==> src/rtl/passcode_tx.sv <==
`default_nettype none
// ============================================================================
// Module   : passcode_tx
// Purpose  : Serializes a captured passcode to a guard over a four-phase
//            rq/ak handshake, LANES bits per beat. Defining the macro
//            PASSCODE_TX_TIMEOUT_EN bounds each handshake wait by TO_CYCLES.
// Revision : 1.0 - initial release
// ============================================================================
module passcode_tx #(
  parameter int WIDTH     = 16,
  parameter int LANES     = 1,
  parameter int MSB_FIRST = 1,
  parameter int TO_CYCLES = 255
) (
  input  logic             clk,
  input  logic             rst_n,
  input  logic             rd,
  input  logic             ak,
  input  logic             en,
  input  logic [WIDTH-1:0] passcode,
  output logic             rq,
  output logic [LANES-1:0] dout,
  output logic             beat_done,
  output logic             done,
  output logic             busy,
  output logic             to_err
);

  localparam int c_beats = WIDTH / LANES;
  localparam int c_cw    = (c_beats > 1) ? $clog2(c_beats) : 1;
  localparam logic [c_cw-1:0] c_last = c_cw'(c_beats - 1);

  typedef enum logic [2:0] {
    IDLE    = 3'd0,
    LOAD    = 3'd1,
    DRIVE   = 3'd2,
    WAIT_HI = 3'd3,
    WAIT_LO = 3'd4,
    NEXT    = 3'd5
  } state_t;

  state_t            r_state;
  state_t            w_state_nxt;
  logic              r_rq;
  logic              w_rq_nxt;
  logic [LANES-1:0]  r_dout;
  logic [LANES-1:0]  w_dout_nxt;
  logic              r_beat_done;
  logic              w_beat_done_nxt;
  logic              r_done;
  logic              w_done_nxt;
  logic [WIDTH-1:0]  r_sr;
  logic [WIDTH-1:0]  w_sr_nxt;
  logic [c_cw-1:0]   r_cnt;
  logic [c_cw-1:0]   w_cnt_nxt;
  logic [LANES-1:0]  w_lane;
  logic [WIDTH-1:0]  w_shifted;

  // The sending end of the shift register is fixed at build time.
  generate
    if (MSB_FIRST != 0) begin : g_msb_first
      assign w_lane    = r_sr[WIDTH-1 -: LANES];
      assign w_shifted = r_sr << LANES;
    end else begin : g_lsb_first
      assign w_lane    = r_sr[LANES-1:0];
      assign w_shifted = r_sr >> LANES;
    end
  endgenerate

`ifdef PASSCODE_TX_TIMEOUT_EN
  localparam int c_tw = (TO_CYCLES > 1) ? $clog2(TO_CYCLES) : 1;
  localparam logic [c_tw-1:0] c_to_last = c_tw'(TO_CYCLES - 1);

  logic [c_tw-1:0] r_to;
  logic [c_tw-1:0] w_to_nxt;
  logic            r_to_err;
  logic            w_to_err_nxt;
`endif

  always_ff @(posedge clk or negedge rst_n) begin
    if (!rst_n) begin
      r_state <= IDLE;
    end else begin
      r_state <= w_state_nxt;
    end
  end

  always_comb begin
    w_state_nxt     = r_state;
    w_rq_nxt        = r_rq;
    w_dout_nxt      = r_dout;
    w_sr_nxt        = r_sr;
    w_cnt_nxt       = r_cnt;
    w_beat_done_nxt = 1'b0;
    w_done_nxt      = 1'b0;
    unique case (r_state)
      IDLE: begin
        if (rd && en) begin
          w_cnt_nxt   = '0;
          w_state_nxt = LOAD;
        end
      end
      LOAD: begin
        w_sr_nxt    = passcode;
        w_state_nxt = DRIVE;
      end
      DRIVE: begin
        // A still-high ak belongs to an earlier handshake; never overlap it.
        if (!ak) begin
          w_dout_nxt  = w_lane;
          w_rq_nxt    = 1'b1;
          w_state_nxt = WAIT_HI;
        end
      end
      WAIT_HI: begin
        if (ak) begin
          w_rq_nxt    = 1'b0;
          w_state_nxt = WAIT_LO;
        end
      end
      WAIT_LO: begin
        if (!ak) begin
          w_beat_done_nxt = 1'b1;
          w_state_nxt     = NEXT;
        end
      end
      NEXT: begin
        w_sr_nxt = w_shifted;
        if (r_cnt == c_last) begin
          w_done_nxt  = 1'b1;
          w_state_nxt = IDLE;
        end else begin
          w_cnt_nxt   = r_cnt + 1'b1;
          w_state_nxt = DRIVE;
        end
      end
      default: w_state_nxt = IDLE;
    endcase

`ifdef PASSCODE_TX_TIMEOUT_EN
    w_to_nxt     = '0;
    w_to_err_nxt = 1'b0;
    // Counter only advances while a wait state holds; any transition clears it.
    if ((r_state == WAIT_HI && !ak) || (r_state == WAIT_LO && ak)) begin
      if (r_to == c_to_last) begin
        w_rq_nxt        = 1'b0;
        w_to_err_nxt    = 1'b1;
        w_done_nxt      = 1'b0;
        w_beat_done_nxt = 1'b0;
        w_state_nxt     = IDLE;
      end else begin
        w_to_nxt = r_to + 1'b1;
      end
    end
`endif
  end

  always_ff @(posedge clk or negedge rst_n) begin
    if (!rst_n) begin
      r_rq        <= 1'b0;
      r_dout      <= '0;
      r_beat_done <= 1'b0;
      r_done      <= 1'b0;
      r_sr        <= '0;
      r_cnt       <= '0;
    end else begin
      r_rq        <= w_rq_nxt;
      r_dout      <= w_dout_nxt;
      r_beat_done <= w_beat_done_nxt;
      r_done      <= w_done_nxt;
      r_sr        <= w_sr_nxt;
      r_cnt       <= w_cnt_nxt;
    end
  end

`ifdef PASSCODE_TX_TIMEOUT_EN
  always_ff @(posedge clk or negedge rst_n) begin
    if (!rst_n) begin
      r_to     <= '0;
      r_to_err <= 1'b0;
    end else begin
      r_to     <= w_to_nxt;
      r_to_err <= w_to_err_nxt;
    end
  end

  assign to_err = r_to_err;
`else
  assign to_err = 1'b0;
`endif

  assign rq        = r_rq;
  assign dout      = r_dout;
  assign beat_done = r_beat_done;
  assign done      = r_done;
  assign busy      = (r_state != IDLE);

endmodule
`default_nettype wire

==> config.mk <==
export PLATFORM = sky130hd
export DESIGN_NAME = passcode_tx
export DESIGN_NICKNAME = d
export VERILOG_FILES = /design/src/rtl/passcode_tx.sv
export SDC_FILE = /design/constraint.sdc
export NUM_CORES = 1
export LEC_CHECK = 0
export ABC_AREA = 1
export CAP_MARGIN = 40
export CORE_MARGIN = 2
export CORE_UTILIZATION = 54
export DETAILED_ROUTE_END_ITERATION = 10
export GPL_TIMING_DRIVEN = 0
export PLACE_DENSITY = 0.8
export REMOVE_ABC_BUFFERS = 1
export SLEW_MARGIN = 25
export SYNTH_ARGS = -nofsm -noshare
export SYNTH_HDL_FRONTEND = slang
export SYNTH_SLANG_ARGS = --single-unit
==> constraint.sdc <==
create_clock -name clk -period 2.3 [get_ports clk]
set_input_delay 0.345 -clock clk [delete_from_list [all_inputs] [get_ports clk]]
set_output_delay 0.345 -clock clk [all_outputs]
set_load 0.01 [all_outputs]
## After elaboration in Yosys (flattened, before gate mapping)

Cells that the tools add are included.

- Bits in latches: 0
- Word-level logic and storage cells: 47
- ROM bits: 0
- Input port bits: 21
- RAM bits: 0
- Flip-flop bits (word level): 27
- Output and inout bits: 6
- Memories kept: 0

- $add $sub $neg: 1
- Reduce and logical (&&, ||, !) cells: 10
- Mux-type cells: 17
- Shift operators: 0
- $lt $le $gt $ge: 0
- Eq/ne operators: 11
- $mul: 0
- Div/mod/pow operators: 0
- Bitwise logic cells: 1

Operators by type and width:

| cell | count |
|---|---|
| 16-bit case mux with 2 select lines | 1 |
| 3-bit case mux with 6 select lines | 1 |
| 3-bit two-way mux | 4 |
| 2-bit inequality test (second input constant) | 5 |
| 4-bit two-way mux | 2 |
| 4-bit case mux with 2 select lines | 1 |
| 3-bit by 2-bit == test with 1-bit output (second input constant) | 2 |
| 3-bit == test (second input constant) | 2 |
| 1-bit two-way mux | 6 |
| 3-bit AND reduction | 2 |
| 2-bit nonzero test | 3 |
| 4-bit by 1-bit adder with 4-bit output (second input constant) | 1 |
| 4-bit == test (second input constant) | 1 |
| 4-bit AND reduction | 1 |
| 3-bit by 1-bit == test with 1-bit output (second input constant) | 1 |
| 3-bit zero test | 1 |
| 3-bit nonzero test | 1 |
| 2-bit two-way mux | 1 |
| 1-bit case mux with 2 select lines | 1 |
| 2-bit AND reduction | 1 |
| 1-bit logical AND | 1 |
| 1-bit inverter | 1 |

## Longest topological paths before layout

- Word-level depth: 3
- Depth in mapped cells: 8
- Mapped depth without buffers: 7

## Least setup slack after synthesis

Ideal clock, no wire load.

- Path kind: register to register
- Start: reg r_state[0]
- End: reg r_cnt[2]
- Arrival time: 1.021 ns
- Clock period less this slack: 1.138 ns
- Cell stages (with the launch flop): 8
- Path slack: 1.162 ns
- Library setup time: 0.117 ns
- Cells stage by stage: dfrtp_1 -> buf_4 -> nor2_2 -> nand2_1 -> nand2_1 -> nand3_2 -> nand2_1 -> nand2_1

- Word-level cells in the longest chain between the ends: 3
- Elaborated cells between the ends (all ways): 7
- Those cells by class: 3 x eq/ne; 1 x mux; 3 x reduce/logical

Ends and longest elaborated chain:

| item | RTL line | text |
|---|---|---|
| from (decl) | 42 | `state_t r_state;` |
| from (signal assigned) | 84 | `r_state <= w_state_nxt;` |
| 3-bit == test or 3-bit zero test (tied branches) | 96 | `unique case (r_state)` |
| 2-bit inequality test (no source line) or 2-bit nonzero test (tied branches) | - |  |
| 3-bit AND reduction (no source line) | - |  |
| to (signal assigned) | 172 | `r_cnt <= w_cnt_nxt;` |
| to (decl) | 54 | `logic [c_cw-1:0] r_cnt;` |

Several ways; a longest one is shown, not always the timed one.
A chain may end at the register's enable or synchronous reset.

## Final worst setup path

- Start: reg r_state[0]
- End: out busy

- Word-level cells in the longest chain between the ends: 1

Ends and longest elaborated chain:

| item | RTL line | text |
|---|---|---|
| 3-bit nonzero test | 196 | `assign busy = (r_state != IDLE);` |
| to (decl) | 25 | `output logic busy,` |

No other way between the ends.

==> results.sh <==
export IMPL_rr_startpoint="r_state[0]"
export IMPL_cts_tree="done"
export IMPL_design_area_um2=1580
export IMPL_ys_types=22
export IMPL_powerDensity_nw_per_um2=1030
export IMPL_wire_per_inst_um=12.1
export IMPL_endpoint_kind="output port"
export IMPL_drv_cap=0
export IMPL_rows=17
export IMPL_cts_buffers=3
export IMPL_dieArea_um2=2840
export IMPL_utilization_pct=70.1
export IMPL_first_iter_violations=29
export IMPL_port_buffers=25
export IMPL_cts_resized=0
export IMPL_drv_slew=0
export IMPL_cpMaxStageDelayCell="dfrtp_1"
export IMPL_area_growth_pct=20.3
export IMPL_ys_seq_elements=27
export IMPL_synth_top_area_cell="dfrtp_1"
export IMPL_setup_tns_ns=0
export IMPL_dpl_cell_area_um2=1550
export IMPL_run_status="finished, violations left"
export IMPL_clock_path_buffers=2
export IMPL_antenna_left=0
export IMPL_drt_wl_total_um=2610
export IMPL_cts_sinks=27
export IMPL_violations="negative hold slack"
export IMPL_hold_violations=15
export IMPL_synth_top_cells_by_area="dfrtp_1, nand2_1, nand3_1"
export IMPL_synth_edf_count=0
export IMPL_cp_arrival_ns=1.62
export IMPL_p_leak_nw=0.825
export IMPL_synthArstFlopShare_pct=100
export IMPL_grt_ovfl_total=0
export IMPL_cts_setup_buffers=0
export IMPL_max_slew_margin_pct=61.2
export IMPL_grt_pass1_wl_um=4340
export IMPL_grt_antenna_before_repair=0
export IMPL_period_needed_ns=1.96
export IMPL_setup_viol=0
export IMPL_hpwl_um=1920
export IMPL_period_share_pct=85.3
export IMPL_initial_utilization_pct=58.3
export IMPL_clkLatencyLatePin_ns=0.33
export IMPL_grt_pass1_vias=1024
export IMPL_h_tree_depth=1
export IMPL_yosysWarnings=0
export IMPL_synth_top_area_share_pct=51.4
export IMPL_startpoint="r_state[0]"
export IMPL_cp_cell_sequence="nor2_2 > nand2_1 > clkdlybuf4s50_1"
export IMPL_syn_avg_cell_area_um2=8.01
export IMPL_io_pins=27
export IMPL_worst_slack_ns=0.337
export IMPL_fin_nets=211
export IMPL_start_kind="flip-flop"
export IMPL_yosysMostFrequentCell="nand2_1"
export IMPL_clkTransAtPathRegs_ns=0.15
export IMPL_die_h_um=53.3
export IMPL_finalPower_mw=1.63
export IMPL_worstSetupPathType="flip-flop to output port"
export IMPL_antennaDiodeCount=0
export IMPL_cts_hold_buf=0
export IMPL_cts_root_buf="clkbuf_4"
export IMPL_core_um2=2250
export IMPL_drive_above_1_share_pct=8.51
export IMPL_max_stage_delay_ns=0.52
export IMPL_rsz0062_at_grt="no"
export IMPL_num_vias=1117
export IMPL_tightest_slew_ns=0.582
export IMPL_dr_pass1_iters=5
export IMPL_ys_seq_area_share_pct=51.4
export IMPL_gp_congestion=0.875
export IMPL_drcViolationCount=0
export IMPL_ys_dominant_reg_cell="dfrtp_1"
export IMPL_min_path_type="input port to async pin"
export IMPL_fin_hold_ws_ns=-0.0129
export IMPL_crit_required_ns=1.96
export IMPL_fmax_ghz=0.509
export IMPL_synth_top_cells_by_count="nand2_1, dfrtp_1, nand3_1"
export IMPL_pre_cts_ws_ns=0.707
export IMPL_grt_total_usage_pct=21.3
export IMPL_ir_worst_vdd_uv=711
export IMPL_crit_fanout=8
export IMPL_grt_max_degree=28
export IMPL_synth_area_um2=1310
export IMPL_synth_cells=164
export IMPL_fin_skew_ns=0.0155
export IMPL_vias_per_cell=5.17
export IMPL_die_x_um=53.3
[sequential cells by signal (all words and copies together), names as in the netlist]
signal,count
dout,1
r_sr,16
rq,1
done,1
beat_done,1
r_state,3
r_cnt,4
[layout by cell type (no fill, tap or decap)]
| cell type | netlist | routed |
|---|---|---|
| a21oi_1 | 1 | 1 |
| buf_2 | 0 | 1 |
| clkbuf_4 | 0 | 3 |
| clkdlybuf4s50_1 | 0 | 24 |
| clkinv_1 | 1 | 1 |
| clkinv_2 | 0 | 1 |
| conb_1 | 1 | 1 |
| dfrtp_1 | 27 | 27 |
| ha_1 | 1 | 1 |
| inv_1 | 8 | 8 |
| inv_2 | 4 | 4 |
| nand2_1 | 74 | 74 |
| nand2_2 | 1 | 1 |
| nand2_4 | 1 | 1 |
| nand3_1 | 25 | 25 |
| nand3_2 | 2 | 2 |
| nor2_1 | 4 | 4 |
| nor2_2 | 1 | 1 |
| nor2_8 | 1 | 1 |
| o211ai_1 | 2 | 2 |
| o21ai_0 | 1 | 1 |
| o21ai_1 | 2 | 2 |
| or2_2 | 1 | 1 |
| xnor2_1 | 1 | 1 |
[power by group]
| part | internal [mW] | switching [mW] | total [mW] |
|---|---|---|---|
| Sequential | 0.661 | 0.136 | 0.797 |
| Clock | 0.0653 | 0.141 | 0.207 |
| Combinational | 0.265 | 0.362 | 0.627 |
[per-layer routing]
metal	up-vias	track usage, %	part of all wire (%)
met3	4	3.67	4.5
met4	0	10.3	1.8
met2	27	35.6	47
met5	-	0	0
li1	563	-	-
met1	523	26.4	47
[through the flow]
stage | hold slack (ns) | std cells
after floorplan | 0.0494 | 159
after global placement | 0.453 | 212
after detailed placement | 0.375 | 212
after CTS | 0.00329 | 216
after global routing | 0.0346 | 216
final | -0.0129 | 216
[kinds of logic (layout without fill, tap and decap cells)]
family / Yosys count / count (layout) / synth area share (%)
compound gates: 6 / 6 / 2.67
xor+xnor: 1 / 1 / 0.667
fa+ha+maj: 1 / 1 / 0.952
buf+inv: 18 / 42 / 6.86
flops: 27 / 27 / 51.4
other cells: 1 / 1 / 0.285
simple gates: 110 / 110 / 37.1
[final timing paths]
| check | to | slack [ns] | depth (start not counted) |
|---|---|---|---|
| setup / recovery | busy | 0.34 | 3 |
| hold / removal | r_sr[2] | -0.01 | 1 |
| setup reg to reg | r_cnt[0] | 0.93 | 6 |
| hold reg to reg | rq | 0.49 | 2 |
| max in group asynchronous | r_state[1] | 1.92 | 1 |
| min in group clk | rq | 0.49 | 2 |
[worst max-delay path: cells and delay by family, from the launching register on]
family / cells / cell delay (ns)
DFF: 1 / 0.52
buffers and inverters: 1 / 0.49
and+or+nand+nor: 2 / 0.30
[cell type report]
| class | instances | area, um^2 |
|---|---|---|
| Sequential cell | 27 | 676 |
| Fill cell | 193 | 674 |
| Multi-Input combinational cell | 119 | 548 |
| Timing Repair Buffer | 25 | 245 |
| Inverter | 13 | 48.8 |
| Tap cell | 28 | 35.0 |
| Clock buffer | 3 | 22.5 |
| Clock inverter | 1 | 5.00 |
Note: power is estimated with default switching activity, not from simulation.
